===== src/rtl/hazard_pkg.sv =====
// rtl/hazard_pkg.sv - shared state encoding, bundle bit indices and constants for the hazard controller
package hazard_pkg;

  typedef enum logic [1:0] {
    ST_RESET      = 2'd0,
    ST_RUN        = 2'd1,
    ST_MEM_WAIT   = 2'd2,
    ST_TRAP_FLUSH = 2'd3
  } state_t;

  // Bit positions inside the 4-bit stall bundle
  localparam int STALL_PC    = 0;
  localparam int STALL_IFID  = 1;
  localparam int STALL_IDEX  = 2;
  localparam int STALL_EXMEM = 3;

  // Bit positions inside the 4-bit flush bundle
  localparam int FLUSH_IFID  = 0;
  localparam int FLUSH_IDEX  = 1;
  localparam int FLUSH_EXMEM = 2;
  localparam int FLUSH_MEMWB = 3;

  localparam logic [4:0] REG_ZERO = 5'd0;

endpackage


===== src/rtl/mem_wait_timer.sv =====
// rtl/mem_wait_timer.sv - 8-bit data-memory wait counter with clear, enable and timeout flag
module mem_wait_timer #(
  parameter int TIMEOUT = 255
) (
  input  logic clk_i,
  input  logic reset_i,
  input  logic clr,
  input  logic en,
  output logic timeout
);

  localparam logic [7:0] TIMEOUT_V = 8'(TIMEOUT);

  logic [7:0] count;

  // Count consecutive wait cycles; clear has priority over enable
  always_ff @(posedge clk_i) begin
    if (!reset_i || clr) begin
      count <= 8'd0;
    end else if (en) begin
      count <= count + 8'd1;
    end
  end

  assign timeout = (count == TIMEOUT_V);

endmodule


===== src/rtl/hazard_controller.sv =====
// rtl/hazard_controller.sv - pipeline stall/flush sequencer with load-use detection and dmem freeze
module hazard_controller
  import hazard_pkg::*;
#(
  parameter int FLUSH_CYCLES = 2,
  parameter int MEM_TIMEOUT  = 255,
  parameter int CNT_W        = 32
) (
  input  logic             clk_i,
  input  logic             reset_i,
  input  logic [4:0]       ifid_rs1,
  input  logic [4:0]       ifid_rs2,
  input  logic             ifid_use_rs1,
  input  logic             ifid_use_rs2,
  input  logic [4:0]       idex_rd,
  input  logic             idex_mem_read,
  input  logic             idex_wb,
  input  logic             branch_taken,
  input  logic             trap_req,
  input  logic             dmem_req,
  input  logic             dmem_ack,
  output logic             pc_stall,
  output logic             ifid_stall,
  output logic             idex_stall,
  output logic             exmem_stall,
  output logic             ifid_flush,
  output logic             idex_flush,
  output logic             exmem_flush,
  output logic             memwb_flush,
  output logic             bus_err,
  output logic [CNT_W-1:0] stall_cnt
);

  // Remaining flush cycles after the entry cycle of TRAP_FLUSH
  localparam logic [7:0] FLUSH_LAST = 8'(FLUSH_CYCLES - 1);

  state_t     state, state_nxt;
  logic       trap_pend, pend_nxt;
  logic [7:0] fcnt, fcnt_nxt;
  logic [3:0] stall_v, flush_v;
  logic       timer_en, timer_clr, timeout;
  logic       wait_c, load_use;

  // idex_wb is active-low; x0 is never a real producer
  assign load_use = idex_mem_read & ~idex_wb & (idex_rd != REG_ZERO) &
                    ((ifid_use_rs1 & (ifid_rs1 == idex_rd)) |
                     (ifid_use_rs2 & (ifid_rs2 == idex_rd)));
  assign wait_c = dmem_req & ~dmem_ack;

  mem_wait_timer #(
    .TIMEOUT(MEM_TIMEOUT)
  ) u_timer (
    .clk_i  (clk_i),
    .reset_i(reset_i),
    .clr    (timer_clr),
    .en     (timer_en),
    .timeout(timeout)
  );

  // Output decode and next-state decision; RUN checks follow the fixed priority order
  always_comb begin
    state_nxt = state;
    pend_nxt  = trap_pend;
    fcnt_nxt  = fcnt;
    stall_v   = 4'b0000;
    flush_v   = 4'b0000;
    bus_err   = 1'b0;
    timer_en  = 1'b0;
    timer_clr = 1'b1;
    case (state)
      ST_RESET: begin
        flush_v   = 4'b1111;
        state_nxt = ST_RUN;
      end
      ST_RUN: begin
        if (wait_c) begin
          // Freeze starts on the entry cycle and counts as the first wait cycle
          stall_v              = 4'b1111;
          flush_v[FLUSH_MEMWB] = 1'b1;
          timer_en             = 1'b1;
          timer_clr            = 1'b0;
          state_nxt            = ST_MEM_WAIT;
          if (trap_req) pend_nxt = 1'b1;
        end else if (trap_req || trap_pend) begin
          state_nxt = ST_TRAP_FLUSH;
          fcnt_nxt  = FLUSH_LAST;
          pend_nxt  = 1'b0;
        end else if (branch_taken) begin
          flush_v[FLUSH_IFID] = 1'b1;
          flush_v[FLUSH_IDEX] = 1'b1;
        end else if (load_use) begin
          stall_v[STALL_PC]   = 1'b1;
          stall_v[STALL_IFID] = 1'b1;
          flush_v[FLUSH_IDEX] = 1'b1;
        end
      end
      ST_MEM_WAIT: begin
        stall_v              = 4'b1111;
        flush_v[FLUSH_MEMWB] = 1'b1;
        if (trap_req) pend_nxt = 1'b1;
        if (dmem_ack) begin
          state_nxt = ST_RUN;
        end else if (timeout) begin
          bus_err   = 1'b1;
          state_nxt = ST_TRAP_FLUSH;
          fcnt_nxt  = FLUSH_LAST;
          pend_nxt  = 1'b0;
        end else begin
          timer_en  = 1'b1;
          timer_clr = 1'b0;
        end
      end
      ST_TRAP_FLUSH: begin
        flush_v[FLUSH_IFID]  = 1'b1;
        flush_v[FLUSH_IDEX]  = 1'b1;
        flush_v[FLUSH_EXMEM] = 1'b1;
        if (trap_req) begin
          fcnt_nxt = FLUSH_LAST;
        end else if (fcnt == 8'd0) begin
          state_nxt = ST_RUN;
        end else begin
          fcnt_nxt = fcnt - 8'd1;
        end
      end
      default: state_nxt = ST_RESET;
    endcase
  end

  assign pc_stall    = stall_v[STALL_PC];
  assign ifid_stall  = stall_v[STALL_IFID];
  assign idex_stall  = stall_v[STALL_IDEX];
  assign exmem_stall = stall_v[STALL_EXMEM];
  assign ifid_flush  = flush_v[FLUSH_IFID];
  assign idex_flush  = flush_v[FLUSH_IDEX];
  assign exmem_flush = flush_v[FLUSH_EXMEM];
  assign memwb_flush = flush_v[FLUSH_MEMWB];

  // State, pending trap, flush countdown and saturating stall counter
  always_ff @(posedge clk_i) begin
    if (!reset_i) begin
      state     <= ST_RESET;
      trap_pend <= 1'b0;
      fcnt      <= 8'd0;
      stall_cnt <= '0;
    end else begin
      state     <= state_nxt;
      trap_pend <= pend_nxt;
      fcnt      <= fcnt_nxt;
      if (stall_v[STALL_PC] && (stall_cnt != {CNT_W{1'b1}})) begin
        stall_cnt <= stall_cnt + CNT_W'(1);
      end
    end
  end

endmodule


===== config.mk =====
export PLATFORM = sky130hd
export DESIGN_NAME = hazard_controller
export DESIGN_NICKNAME = d
export VERILOG_FILES = /design/src/rtl/hazard_pkg.sv /design/src/rtl/mem_wait_timer.sv /design/src/rtl/hazard_controller.sv
export SDC_FILE = /design/constraint.sdc
export NUM_CORES = 1
export LEC_CHECK = 0
export ABC_CLOCK_PERIOD_IN_PS = 3200
export BUFFER_PORTS_ARGS = -buffer_cell sky130_fd_sc_hd__buf_2
export CAP_MARGIN = 0
export CELL_PAD_IN_SITES_DETAIL_PLACEMENT = 1
export CELL_PAD_IN_SITES_GLOBAL_PLACEMENT = 1
export CORE_MARGIN = 10
export CORE_UTILIZATION = 40
export CTS_BUF_LIST = sky130_fd_sc_hd__clkbuf_16
export DETAILED_ROUTE_END_ITERATION = 8
export HOLD_SLACK_MARGIN = 0.02
export PLACE_DENSITY_LB_ADDON = 0.1
export SYNTH_ARGS = -nofsm -noshare
export SYNTH_HDL_FRONTEND = slang
export SYNTH_HIERARCHICAL = 1
export SYNTH_SLANG_ARGS = --single-unit
export TNS_END_PERCENT = 50

===== constraint.sdc =====
create_clock -name clk_i -period 3.2 [get_ports clk_i]
set_input_delay 0.32 -clock clk_i [delete_from_list [all_inputs] [get_ports clk_i]]
set_output_delay 0.32 -clock clk_i [all_outputs]
set_load 0.1 [all_outputs]

==> metrics.md <==
| Metric | Value |
|---|---|
| Clock Sinks | 51 |
| Footprint of the multi-input gates | 1829 um^2 |
| Post-synth top area cell | dfxtp_1 |
| R2r endpoint | stall_cnt[19] |
| HP Start | reset_i |
| Largest family of logic cells by synthesized area | simple AND/OR/NAND/NOR gates |
| CTS H-tree depth | 2 |
| CTS buffer count | 5 |
| Startpoint types | register |
| Xor-xnor portion of the synthesized cell area | 0.04106 |
| Final worst path period need | 2.969 ns |
| Syn_area_per_cell | 8.007 um^2 |
| Met2 WL | 4453 um |
| Slew headroom | 0.5895 |
| Die area | 11320 um^2 |
| Filler cells | 910 |
| Post-layout util | 0.4951 |
| Uppermost layer routed | met4 |
| Synth Area in Simple Gates | 0.3180 |
| Fin Clk Skew | 0.007037 ns |
| EDFF count, synth | 0 |
| 1st-iter DRT viols | 129 |
| Yosys Warn Count | 6 |
| Mux share of post-synthesis cell area | 0.01676 |
| DRT Wirelength | 8782 um |
| Crit path max fanout | 61 |
| Clock Path Buffers | 2 |
| Worst Path Arrival | 2.65 ns |
| Die Span Y | 106.4 um |
| Area Overhead vs Synth | 20.23% |
| Drt first pass iters | 4 |
| Crit Path Class | register to output port |
| WHS | 0.4110 ns |
| Most common cell in the synthesized netlist | dfxtp_1 |
| Worst R2R Setup Slack | 0.58 ns |
| Sequential cell area | 1021 um^2 |
| DP Wirelength | 6573 um |
| Drt via density | 5.637 |
| CTS tree | yes |
| Synth Area in Adders | 0.03351 |
| Worst R2R Start | state[1] |
| Hold Path Class | primary input to register |
| Power Density | 648.2 nW/um^2 |
| Critical path's largest stage delay | 0.45 ns |
| Sequential fraction of the synthesis area | 0.3419 |
| Initial antenna violation count | 0 |
| Worst r2r path cells | 8 |
| Global-route wire length before repair | 14770 um |
| Worst vdd ir | 0.5764 mV |
| Grt ovf | 0 |
| Post-CTS Hold Buffers | 0 |
| Hold path depth | 3 |
| Fmax | 336.8 MHz |
| Post-Syn Area | 2987 um^2 |
| Hold endpoint | stall_cnt[15] |
| Fin. Hold Viols | 0 |
| # diodes | 0 |
| Async SR Flop Fraction | 0 |
| Status | finished, final reports clean |
| Leak Pwr | 1.277 nW |
| Global Route Usage Sum | 0.1552 |
| Yosys top cell area share | 0.3419 |
| Commonest cells in the netlist | 51 x dfxtp_1, 39 x a21oi_1, 29 x nand2_1 |
| Worst-skew pair later-pin latency | 0.29 ns |
| Post-CTS Resized | 0 |
| Fraction of layout cells with a size suffix above 1 | 0.2047 |
| Clk root buf | clkbuf_16 |
| M1 WL | 3842 um |
| Number of max-cap violations | 0 |
| Core box area | 7253 um^2 |
| Netlist cell types | 45 |
| Worst-path cell chain | inv_1, ha_1, or3b_4, nor4b_4, a41oi_4, buf_12, clkinvlp_4, buf_2 |
| Crit path max-delay family | buffers and inverters |
| Number of global-route vias before repair | 3109 |
| Via Count | 2982 |
| Post-Syn Instances | 373 |
| Number of synthesized register bits | 51 |
| Placement Rows | 31 |
| Area contributors post-synth | dfxtp_1 34%, a21oi_1 6.5%, or4_1 6.3% |
| CTS clk-pin slew, worst paths | 0.07 ns |
| IO Port Bufs | 65 |
| Main flop type after synthesis | dfxtp_1 |
| Syn Nets | 406 |
| Final setup viols | 0 |
| WP buf/inv | 4 |
| Post-route DRC | 0 |
| WL/cell | 16.60 um |
| Worst Max-Slew Pin Slew | 0.6101 ns |
| Chip width | 106.4 um |
| Final period util | 0.9280 |
| Postcts setup bufs | 0 |
| Fin. max-slew vios | 0 |
| Critical Path End Type | output port |
| IO Pins | 66 |
| Slowest-stage cell, CP | or3b_4 |
| Synth Area in Compound Gates | 0.1973 |
| Placed Instances | 521 |
| Post-Layout Cell Count | 529 |
| Detail Route met3 WL | 363 um |
| Largest net degree at the start of global routing | 62 |
| Req. time, crit path | 2.88 ns |
| Final ANT Viol Nets | 0 |
| Initial Util | 0.4118 |
| Final Wtd Congestion | 0.7772 |
| RSZ-0062 raised after global routing | no |
| Number of nets in the layout | 462 |
[registers in the layout, summed over array words and instances (netlist names)]
signal and cells:
fcnt 8, stall_cnt 32, state 2, trap_pend 1, u_timer/count 8
[worst reg2reg max path, stage by stage (launching register included)]
cell     delay [ns]
dfxtp_1        0.34
inv_1          0.09
ha_1           0.28
or3b_4         0.45
nor4b_4        0.29
a41oi_4        0.16
buf_12         0.21
or4_1          0.55
a21oi_1        0.17
[routing by layer]
metal / vias to the layer above / GRT usage
met2: 40 / 0.2805
met3: 8 / 0.03684
li1: 1504 / -
met1: 1430 / 0.1746
met5: - / 0
met4: 0 / 0.05126
[placed cells by master, fill, tap and decap left out, types with 2 or more instances in the layout]
master      instances
bufinv_16           2
or4_1              25
nand2b_1            9
nor2_1             25
ha_1                7
clkinvlp_4          3
and2_1              2
nand2_1            29
clkbuf_16           5
inv_1              11
buf_2              65
mux2i_1             5
o31ai_1            23
buf_4               3
o21ai_0            19
nor3b_1             2
xor2_1              3
nor3_1              6
o41ai_1             3
nand3_1            22
a21oi_1            38
a31oi_1             2
nor4_1              4
nand4_1            13
a211oi_1            2
nor2b_1             4
and4_1              2
xnor2_1            11
or3_1              11
dfxtp_1            51
and3_1              4
[per-stage QoR]
step	setup WS, ns	cell area, um^2	power, mW	setup TNS [ns]
final	0.2306	3591	2.328	0
after global routing	0.08432	3591	2.447	0
after CTS	0.2372	3591	2.351	0
after detailed placement	0.5632	3398	1.652	0
after global placement	0.6243	3398	1.637	0
after floorplan	-0.1519	3025	1.494	-0.1519
[cell type report]
class,count,area share
flip-flops and latches,51,0.2843
repair buffers,69,0.1024
well taps,99,0.03449
clock inverters,3,0.01882
multi-input cells,289,0.5094
inverters,13,0.01568
clock buffers,5,0.03484
[how the worst max path moves through the flow]
| stage | startpoint | endpoint | cells past startpoint |
|---|---|---|---|
| final | state[1] | pc_stall | 8 |
| after CTS | state[1] | pc_stall | 8 |
| after global placement | state[1] | pc_stall | 8 |
| after detailed placement | state[1] | pc_stall | 8 |
| after global routing | state[1] | ifid_stall | 8 |
| after floorplan | state[1] | pc_stall | 9 |
[logic make-up (layout without fill, tap and decap cells)]
logic type | Yosys count | after routing
AND/OR/NAND/NOR | 167 | 167
AO/OA/AOI/OAI | 95 | 95
flip-flops | 51 | 51
buffers and inverters | 33 | 90
XOR/XNOR | 14 | 14
adder cells (fa/ha/maj) | 8 | 8
multiplexers | 5 | 5
[power by group]
| part | internal, mW | switching [mW] | total (mW) |
|---|---|---|---|
| Clock | 0.448 | 0.246 | 0.694 |
| Combinational | 0.216 | 0.733 | 0.950 |
| Sequential | 0.659 | 0.0247 | 0.684 |
Power figures use the tool's default switching activity.
